File: config.mk
export PLATFORM = sky130hd
export DESIGN_NAME = param_reg_file
export DESIGN_NICKNAME = d
export VERILOG_FILES = /design/src/rtl/param_rf_pkg.sv /design/src/rtl/rf_cell.sv /design/src/rtl/param_reg_file.sv
export SDC_FILE = /design/constraint.sdc
export NUM_CORES = 1
export LEC_CHECK = 0
export BUFFER_PORTS_ARGS = -buffer_cell sky130_fd_sc_hd__buf_2
export CAP_MARGIN = 20
export CORE_UTILIZATION = 59
export CTS_CLUSTER_DIAMETER = 120
export DETAILED_ROUTE_END_ITERATION = 7
export PLACE_DENSITY = 0.81
export SLEW_MARGIN = 20
export SYNTH_ARGS = -nofsm -noshare
export SYNTH_HDL_FRONTEND = slang
export SYNTH_SLANG_ARGS = --single-unit
File: constraint.sdc
create_clock -name Clock -period 3.85 [get_ports Clock]
set_input_delay 0.77 -clock Clock [delete_from_list [all_inputs] [get_ports Clock]]
set_output_delay 0.77 -clock Clock [all_outputs]
set_load 0.01 [all_outputs]
File: src/rtl/param_rf_pkg.sv
// param_rf_pkg
//   Shared definitions for the parameterised register file.
//   rf_fun_e : FunSel operation encoding used by param_reg_file and rf_cell.
package param_rf_pkg;

  typedef enum logic [1:0] {
    RF_CLR  = 2'b00,
    RF_LOAD = 2'b01,
    RF_DEC  = 2'b10,
    RF_INC  = 2'b11
  } rf_fun_e;

endpackage : param_rf_pkg

File: src/rtl/rf_cell.sv
// rf_cell
//   One register of the register file plus its update and wrap/clamp logic.
//   Build option: define PARAM_RF_SAT_EN for saturating increment/decrement
//   (clamp at all-ones / zero); otherwise arithmetic wraps modulo 2^WIDTH.
// Ports
//   Clock  in  : rising-edge clock
//   Reset  in  : synchronous active-high reset, clears the register
//   En     in  : register enable (its RSel bit)
//   FunSel in  : operation, see rf_fun_e
//   HalfLd in  : load only one half-word (load only)
//   LH     in  : half select for HalfLd, 0 low / 1 high
//   I      in  : write data
//   Q      out : stored value
//   Wrap   out : combinational, this edge's inc/dec wraps (or clamps)
module rf_cell
  import param_rf_pkg::*;
#(
  parameter int WIDTH = 8
) (
  input  logic             Clock,
  input  logic             Reset,
  input  logic             En,
  input  logic [1:0]       FunSel,
  input  logic             HalfLd,
  input  logic             LH,
  input  logic [WIDTH-1:0] I,
  output logic [WIDTH-1:0] Q,
  output logic             Wrap
);

  localparam int HALF = WIDTH / 2;
  localparam logic [WIDTH-1:0] ONE      = WIDTH'(1);
  localparam logic [WIDTH-1:0] ALL_ONES = {WIDTH{1'b1}};

  logic [WIDTH-1:0] q_q;
  logic [WIDTH-1:0] q_d;
  rf_fun_e          fun;

  assign fun = rf_fun_e'(FunSel);

  always_comb begin
    q_d  = q_q;
    Wrap = 1'b0;
    if (En) begin
      unique case (fun)
        RF_CLR:  q_d = '0;
        RF_LOAD: begin
          if (!HalfLd)
            q_d = I;
          else if (LH)
            q_d = {I[HALF-1:0], q_q[HALF-1:0]};
          else
            q_d = {q_q[WIDTH-1:HALF], I[HALF-1:0]};
        end
        RF_DEC: begin
          // Same boundary condition flags a wrap or a clamp.
          Wrap = (q_q == '0);
`ifdef PARAM_RF_SAT_EN
          q_d = Wrap ? q_q : (q_q - ONE);
`else
          q_d = q_q - ONE;
`endif
        end
        RF_INC: begin
          Wrap = (q_q == ALL_ONES);
`ifdef PARAM_RF_SAT_EN
          q_d = Wrap ? q_q : (q_q + ONE);
`else
          q_d = q_q + ONE;
`endif
        end
        default: q_d = q_q;
      endcase
    end
  end

  always_ff @(posedge Clock) begin
    if (Reset) q_q <= '0;
    else       q_q <= q_d;
  end

  assign Q = q_q;

endmodule : rf_cell

File: src/rtl/param_reg_file.sv
// param_reg_file
//   DEPTH x WIDTH register file with a shared write/operation bus, a
//   per-register enable mask and two combinational read ports.
//   Build option: PARAM_RF_SAT_EN selects saturating inc/dec (see rf_cell).
// Ports
//   Clock  in  : rising-edge clock
//   Reset  in  : synchronous active-high reset (registers and Ovf)
//   I      in  : write data
//   O1Sel  in  : read port 1 index
//   O2Sel  in  : read port 2 index
//   FunSel in  : 00 clear, 01 load, 10 decrement, 11 increment
//   RSel   in  : enable mask, bit k = register k
//   HalfLd in  : load only one half-word
//   LH     in  : half select when HalfLd=1
//   O1     out : register O1Sel (0 when index >= DEPTH)
//   O2     out : register O2Sel (0 when index >= DEPTH)
//   Ovf    out : registered, any enabled register wrapped/clamped last edge
module param_reg_file
  import param_rf_pkg::*;
#(
  parameter int WIDTH = 8,
  parameter int DEPTH = 4,
  parameter int SELW  = $clog2(DEPTH)
) (
  input  logic             Clock,
  input  logic             Reset,
  input  logic [WIDTH-1:0] I,
  input  logic [SELW-1:0]  O1Sel,
  input  logic [SELW-1:0]  O2Sel,
  input  logic [1:0]       FunSel,
  input  logic [DEPTH-1:0] RSel,
  input  logic             HalfLd,
  input  logic             LH,
  output logic [WIDTH-1:0] O1,
  output logic [WIDTH-1:0] O2,
  output logic             Ovf
);

  logic [WIDTH-1:0] regs [DEPTH];
  logic [DEPTH-1:0] wrap;
  logic             ovf_q;
  logic             ovf_d;

  generate
    for (genvar gi = 0; gi < DEPTH; gi++) begin : g_cell
      rf_cell #(
        .WIDTH (WIDTH)
      ) u_cell (
        .Clock  (Clock),
        .Reset  (Reset),
        .En     (RSel[gi]),
        .FunSel (FunSel),
        .HalfLd (HalfLd),
        .LH     (LH),
        .I      (I),
        .Q      (regs[gi]),
        .Wrap   (wrap[gi])
      );
    end
  endgenerate

  // Read mux by compare-and-select: an index with no matching register
  // (>= DEPTH) falls through to zero without indexing out of range.
  always_comb begin
    O1 = '0;
    O2 = '0;
    for (int k = 0; k < DEPTH; k++) begin
      if (O1Sel == SELW'(k)) O1 = regs[k];
      if (O2Sel == SELW'(k)) O2 = regs[k];
    end
  end

  assign ovf_d = |wrap;

  always_ff @(posedge Clock) begin
    if (Reset) ovf_q <= 1'b0;
    else       ovf_q <= ovf_d;
  end

  assign Ovf = ovf_q;

endmodule : param_reg_file

Word-level counts from Yosys, hierarchy flattened
Index checks and enable logic that the tools add are counted.
{"block": "word_totals", "elab_cells": 70, "in_bits": 22, "output_inout_bits": 17, "regBits": 33}
{"block": "classes", "mux": 22, "reduce_logical": 16, "addsub": 8, "eq_ne": 15}
{"op": "$pmux 8 s4", "count": 4}
{"op": "$mux 8", "count": 10}
{"op": "$add 8x1->8 const B", "count": 4}
{"op": "$eq 8x8->1 const B", "count": 4}
{"op": "$logic_not 8->1", "count": 4}
{"op": "$sub 8x1->8 const B", "count": 4}
{"op": "$reduce_and 2->1", "count": 8}
{"op": "$eq 2x2->1 const B", "count": 6}
{"op": "$pmux 1 s2", "count": 4}
{"op": "$eq 2x1->1 const B", "count": 3}
{"op": "$logic_not 2->1", "count": 3}
{"op": "$ne 3x3->1 const B", "count": 2}
{"op": "$mux 1", "count": 4}
{"op": "$reduce_or 4->1", "count": 1}

Logic depth before layout (Yosys ltp)
{"block": "depth", "ltp_word": 5, "depth_mapped": 11}

Cells and area by module
From an unflattened synthesis, not the netlist that was laid out.
{"block": "unflattened", "hier_cells": 487, "hier_area_um2": 3863.7}
{"module": "rf_cell at g_cell[0].u_cell ...", "cells_per_inst": 117, "n_inst": 2, "area_per_inst_um2": 888.4, "seq_area_each_um2": 160.2}
{"module": "rf_cell at g_cell[2].u_cell ...", "cells_per_inst": 115, "n_inst": 2, "area_per_inst_um2": 832.0, "seq_area_each_um2": 160.2}
{"module": "param_reg_file", "cells_per_inst": 23, "n_inst": 1, "area_per_inst_um2": 422.9, "seq_area_each_um2": 20.0}

Worst setup path after synthesis
Ideal clock, no wire load.
{"block": "synth_path", "path_kind": "input-to-reg", "startpoint": "in FunSel[1]", "endpoint": "reg g_cell[2].u_cell.q_q[7]", "stages": 9, "t_required_ns": 3.775, "arrival_time_ns": 3.332, "path_slack_ns": 0.443, "path_cell_list": "nand2_2 clkbuf_1 ha_1 and2_1 o31a_1 o31a_1 xnor2_1 or3_1 a31oi_1"}
{"block": "synth_via", "elab_chain_len": 3}
{"element": "start: declaration", "line_no": "param_reg_file.sv:30", "rtl": "input logic [1:0] FunSel,"}
{"element": "$eq 2x1->1", "line_no": "rf_cell.sv:45", "rtl": "unique case (fun)"}
{"element": "$ne 3x3->1 (no line)"}
{"element": "$reduce_and 2->1 (no line)"}
{"element": "end signal: assignment", "line_no": "rf_cell.sv:79", "rtl": "else q_q <= q_d;"}
{"element": "end: declaration", "line_no": "rf_cell.sv:35", "rtl": "logic [WIDTH-1:0] q_q;"}
Several ways; a longest one is shown, not always the timed one.
A chain may end at the register's enable or synchronous reset.

Worst setup path in the final report
{"block": "layout_path", "startpoint": "in FunSel[1]", "endpoint": "reg g_cell[3].u_cell.q_q[7]"}
{"block": "layout_via", "elab_chain_len": 3}
{"element": "$eq 2x1->1", "line_no": "rf_cell.sv:45"}
{"element": "$ne 3x3->1 (no line)"}
{"element": "$reduce_and 2->1 (no line)"}
{"element": "end signal: assignment", "line_no": "rf_cell.sv:79"}
{"element": "end: declaration", "line_no": "rf_cell.sv:35"}
Several ways; a longest one is shown, not always the timed one.

==> flow_metrics.env <==
export IMPL_r2r_start="g_cell[1].u_cell.Q[1]"
export IMPL_crit_path_frequent_cell="o21a_1"
export IMPL_synth_top_cells_by_area="dfxtp_1 (21%), mux4_2 (11%), ha_1 (9.5%)"
export IMPL_critPathBufInv=2
export IMPL_rsz0062_at_grt="false"
export IMPL_synth_edf_count=0
export IMPL_start_kind="input pin"
export IMPL_synth_top_area_share_pct=20.90
export IMPL_fin_nets=463
export IMPL_finalSetupViolations=0
export IMPL_cts_sinks=33
export IMPL_clock_latency_ns=0.29
export IMPL_avgRoutedWirePerCell_um=18.51
export IMPL_end_kind="flop"
export IMPL_place_gp_congestion=0.8769
export IMPL_synthArstFlopShare_pct=0
export IMPL_grtUsageTotal_pct=33.71
export IMPL_wirelength_um=9034
export IMPL_r2r_end="g_cell[1].u_cell.Q[4]"
export IMPL_timing_hold_ws_ns=0.5497
export IMPL_diodes=0
export IMPL_rrSetupSlack_ns=1.49
export IMPL_yosysMostFrequentCell="nor2_1"
export IMPL_place_area_sq_um=3363
export IMPL_maxCapViolCount=0
export IMPL_syn_avg_cell_area_sq_um=8.042
export IMPL_synthTopCellsByCount="nor2_1 (52), dfxtp_1 (33), nand2_1 (32), a21oi_1 (29), ha_1 (24)"
export IMPL_grt_max_degree=38
export IMPL_first_global_vias=2912
export IMPL_irDropWorstVdd_mv=0.2053
export IMPL_post_place_ws_ns=0.6201
export IMPL_status="completed"
export IMPL_drive_above_1_share_pct=16.99
export IMPL_initial_core_util_pct=61.49
export IMPL_worstSetupStartpoint="FunSel[1]"
export IMPL_power_density_nw_per_um2=341.4
export IMPL_period_share_pct=77.96
export IMPL_cts_root_buf="clkbuf_8"
export IMPL_overflow=0
export IMPL_final_antenna_net_count=0
export IMPL_drtIter0Drc=357
export IMPL_fin_crit_ns=3.001
export IMPL_worst_path_max_delay_cell="ha_1"
export IMPL_max_freq_mhz=333.2
export IMPL_worst_r2r_cell_count=9
export IMPL_design_area_sq_um=3443
export IMPL_die_y_um=75.19
export IMPL_cts_tree="done"
export IMPL_num_vias=3263
export IMPL_critPathMaxFanout=21
export IMPL_clock_path_buffers=2
export IMPL_critPathKind="in2reg"
export IMPL_crit_required_ns=4.00
export IMPL_syn_to_final_growth_pct=8.947
export IMPL_dpl_hpwl_um=6617
export IMPL_clk_pin_slew_ns=0.07
export IMPL_synth_seq_cells=33
export IMPL_dieArea_sq_um=5654
export IMPL_synth_cell_area_sq_um=3161
export IMPL_final_util_pct=66.99
export IMPL_worstMarginPinSlew_ns=0.7552
export IMPL_maxSlewViolCount=0
export IMPL_max_stage_delay_ns=0.36
export IMPL_core_sq_um=5140
export IMPL_slew_headroom_pct=49.65
export IMPL_hold_buffers=0
export IMPL_antenna_found_initial=0
export IMPL_yosys_cell_types_count=56
export IMPL_critical_path_depth=11
export IMPL_place_inst=480
export IMPL_crit_arrival_ns=3.15
export IMPL_synthCells=393
export IMPL_synth_seq_area_share_pct=20.90
export IMPL_hold_violations=0
export IMPL_endpoint="g_cell[3].u_cell.Q[7]"
export IMPL_io_pins=39
export IMPL_ys_warn_count=0
export IMPL_htree_num_levels=2
export IMPL_chipWidth_um=75.19
export IMPL_worstHoldPathType="reg2reg"
export IMPL_postCtsSetupBuffers=0
export IMPL_clock_skew_final_ns=0.002764
export IMPL_drtPass1Iterations=4
export IMPL_grt_pass1_wl_um=14020
export IMPL_setup_slack_ns=0.8486
export IMPL_total_power_mw=1.176
export IMPL_cpLargestDelayFamily="simple AND/OR/NAND/NOR gates"
export IMPL_crit_chain="buf_2 -> nand2_2 -> buf_4 -> ha_1 -> o21a_1 -> nor2_1 -> a211oi_1 -> o21a_1 -> or3_1 -> nand4_1 -> a31oi_1"
export IMPL_synth_top_cell_by_area="dfxtp_1"
export IMPL_ys_flop_type="dfxtp_1"
export IMPL_p_leak_nw=1.377
export IMPL_layout_cells_non_filler=488
export IMPL_drc=0
export IMPL_via_per_inst=6.686
export IMPL_finalSetupTns_ns=0
export IMPL_cts_made_buffers=5
export IMPL_post_cts_resized=0
export IMPL_io_buffers=38
export IMPL_row_count=26
export IMPL_syn_nets=439
==> worst min path at each step <==
| stage | startpoint | end | cells past startpoint |
|---|---|---|---|
| 2_1_floorplan | g_cell[3].u_cell.Q[7] | g_cell[3].u_cell.Q[7] | 2 |
| 4_1_cts | g_cell[3].u_cell.Q[7] | g_cell[3].u_cell.Q[7] | 2 |
| 3_3_place_gp | g_cell[3].u_cell.Q[7] | g_cell[3].u_cell.Q[7] | 2 |
| 5_1_grt | g_cell[3].u_cell.Q[7] | g_cell[3].u_cell.Q[7] | 2 |
| 6_report | g_cell[3].u_cell.Q[7] | g_cell[3].u_cell.Q[7] | 2 |
| 3_5_place_dp | g_cell[3].u_cell.Q[7] | g_cell[3].u_cell.Q[7] | 2 |
==> worst reg2reg max path, delay by kind of cell, from the launching register on <==
family	cells	cell delay (ns)
AND/OR/NAND/NOR	3	0.26
flip-flops	1	0.50
XOR/XNOR	1	0.15
adder cells (fa/ha/maj)	1	0.22
AO/OA/AOI/OAI	4	1.09
==> metal layers <==
layer  track usage [%]  up-vias  part of all wire, %
met5                 0        -                    0
met4             12.35        0                  3.5
met3             4.552       39                  7.6
met2             57.56      157                   47
met1             43.68     1533                   42
li1                  -     1534                    -
==> report_power, final <==
group	internal, mW	switching [mW]	total, mW
Sequential	0.374	0.0655	0.440
Clock	0.128	0.128	0.256
Combinational	0.224	0.255	0.479
==> sequential cells by signal, summed over array words and instances (netlist names) <==
name             cells
g_cell.u_cell.Q     32
Ovf                  1
==> placed cells by master (no fill, tap or decap), types with 4 or more instances in the layout <==
| master | Yosys | layout |
|---|---|---|
| inv_1 | 4 | 4 |
| nor3_1 | 13 | 13 |
| dfxtp_1 | 33 | 33 |
| clkbuf_8 | 0 | 5 |
| o21ai_0 | 15 | 15 |
| nand2b_1 | 8 | 8 |
| ha_1 | 24 | 24 |
| mux4_2 | 16 | 16 |
| nor2b_1 | 5 | 5 |
| a21oi_1 | 29 | 29 |
| xor2_1 | 11 | 11 |
| and2_1 | 8 | 8 |
| nor2_1 | 52 | 52 |
| o31ai_1 | 5 | 5 |
| a311oi_1 | 11 | 11 |
| o21a_1 | 4 | 4 |
| nand2_1 | 32 | 32 |
| nand3_1 | 10 | 10 |
| nor4_1 | 8 | 8 |
| buf_2 | 3 | 38 |
| nand4_1 | 9 | 9 |
| a211oi_1 | 13 | 13 |
| xnor2_1 | 9 | 9 |
| or3_1 | 4 | 4 |
==> cell families (layout without fill, tap and decap cells) <==
kind of cell,count (synthesis),after routing,share of synthesized area (%)
and+or+nand+nor,164,164,25.53
adders and majority gates,26,26,10.17
xor gates and xnor gates,20,20,5.542
AOI/OAI and AO/OA,105,105,22.49
buffers and inverters,27,52,3.325
muxes,18,18,12.04
DFF,33,33,20.90
==> cell type report <==
class	count	area (sq um)
Sequential cell	33	660.6
Clock buffer	8	80.08
Multi-Input combinational cell	333	2395
Fill cell	489	1697
Inverter	4	15.01
Timing Repair Buffer	40	205.2
Tap cell	70	87.58
No activity file was read; power rests on OpenSTA's default activity.
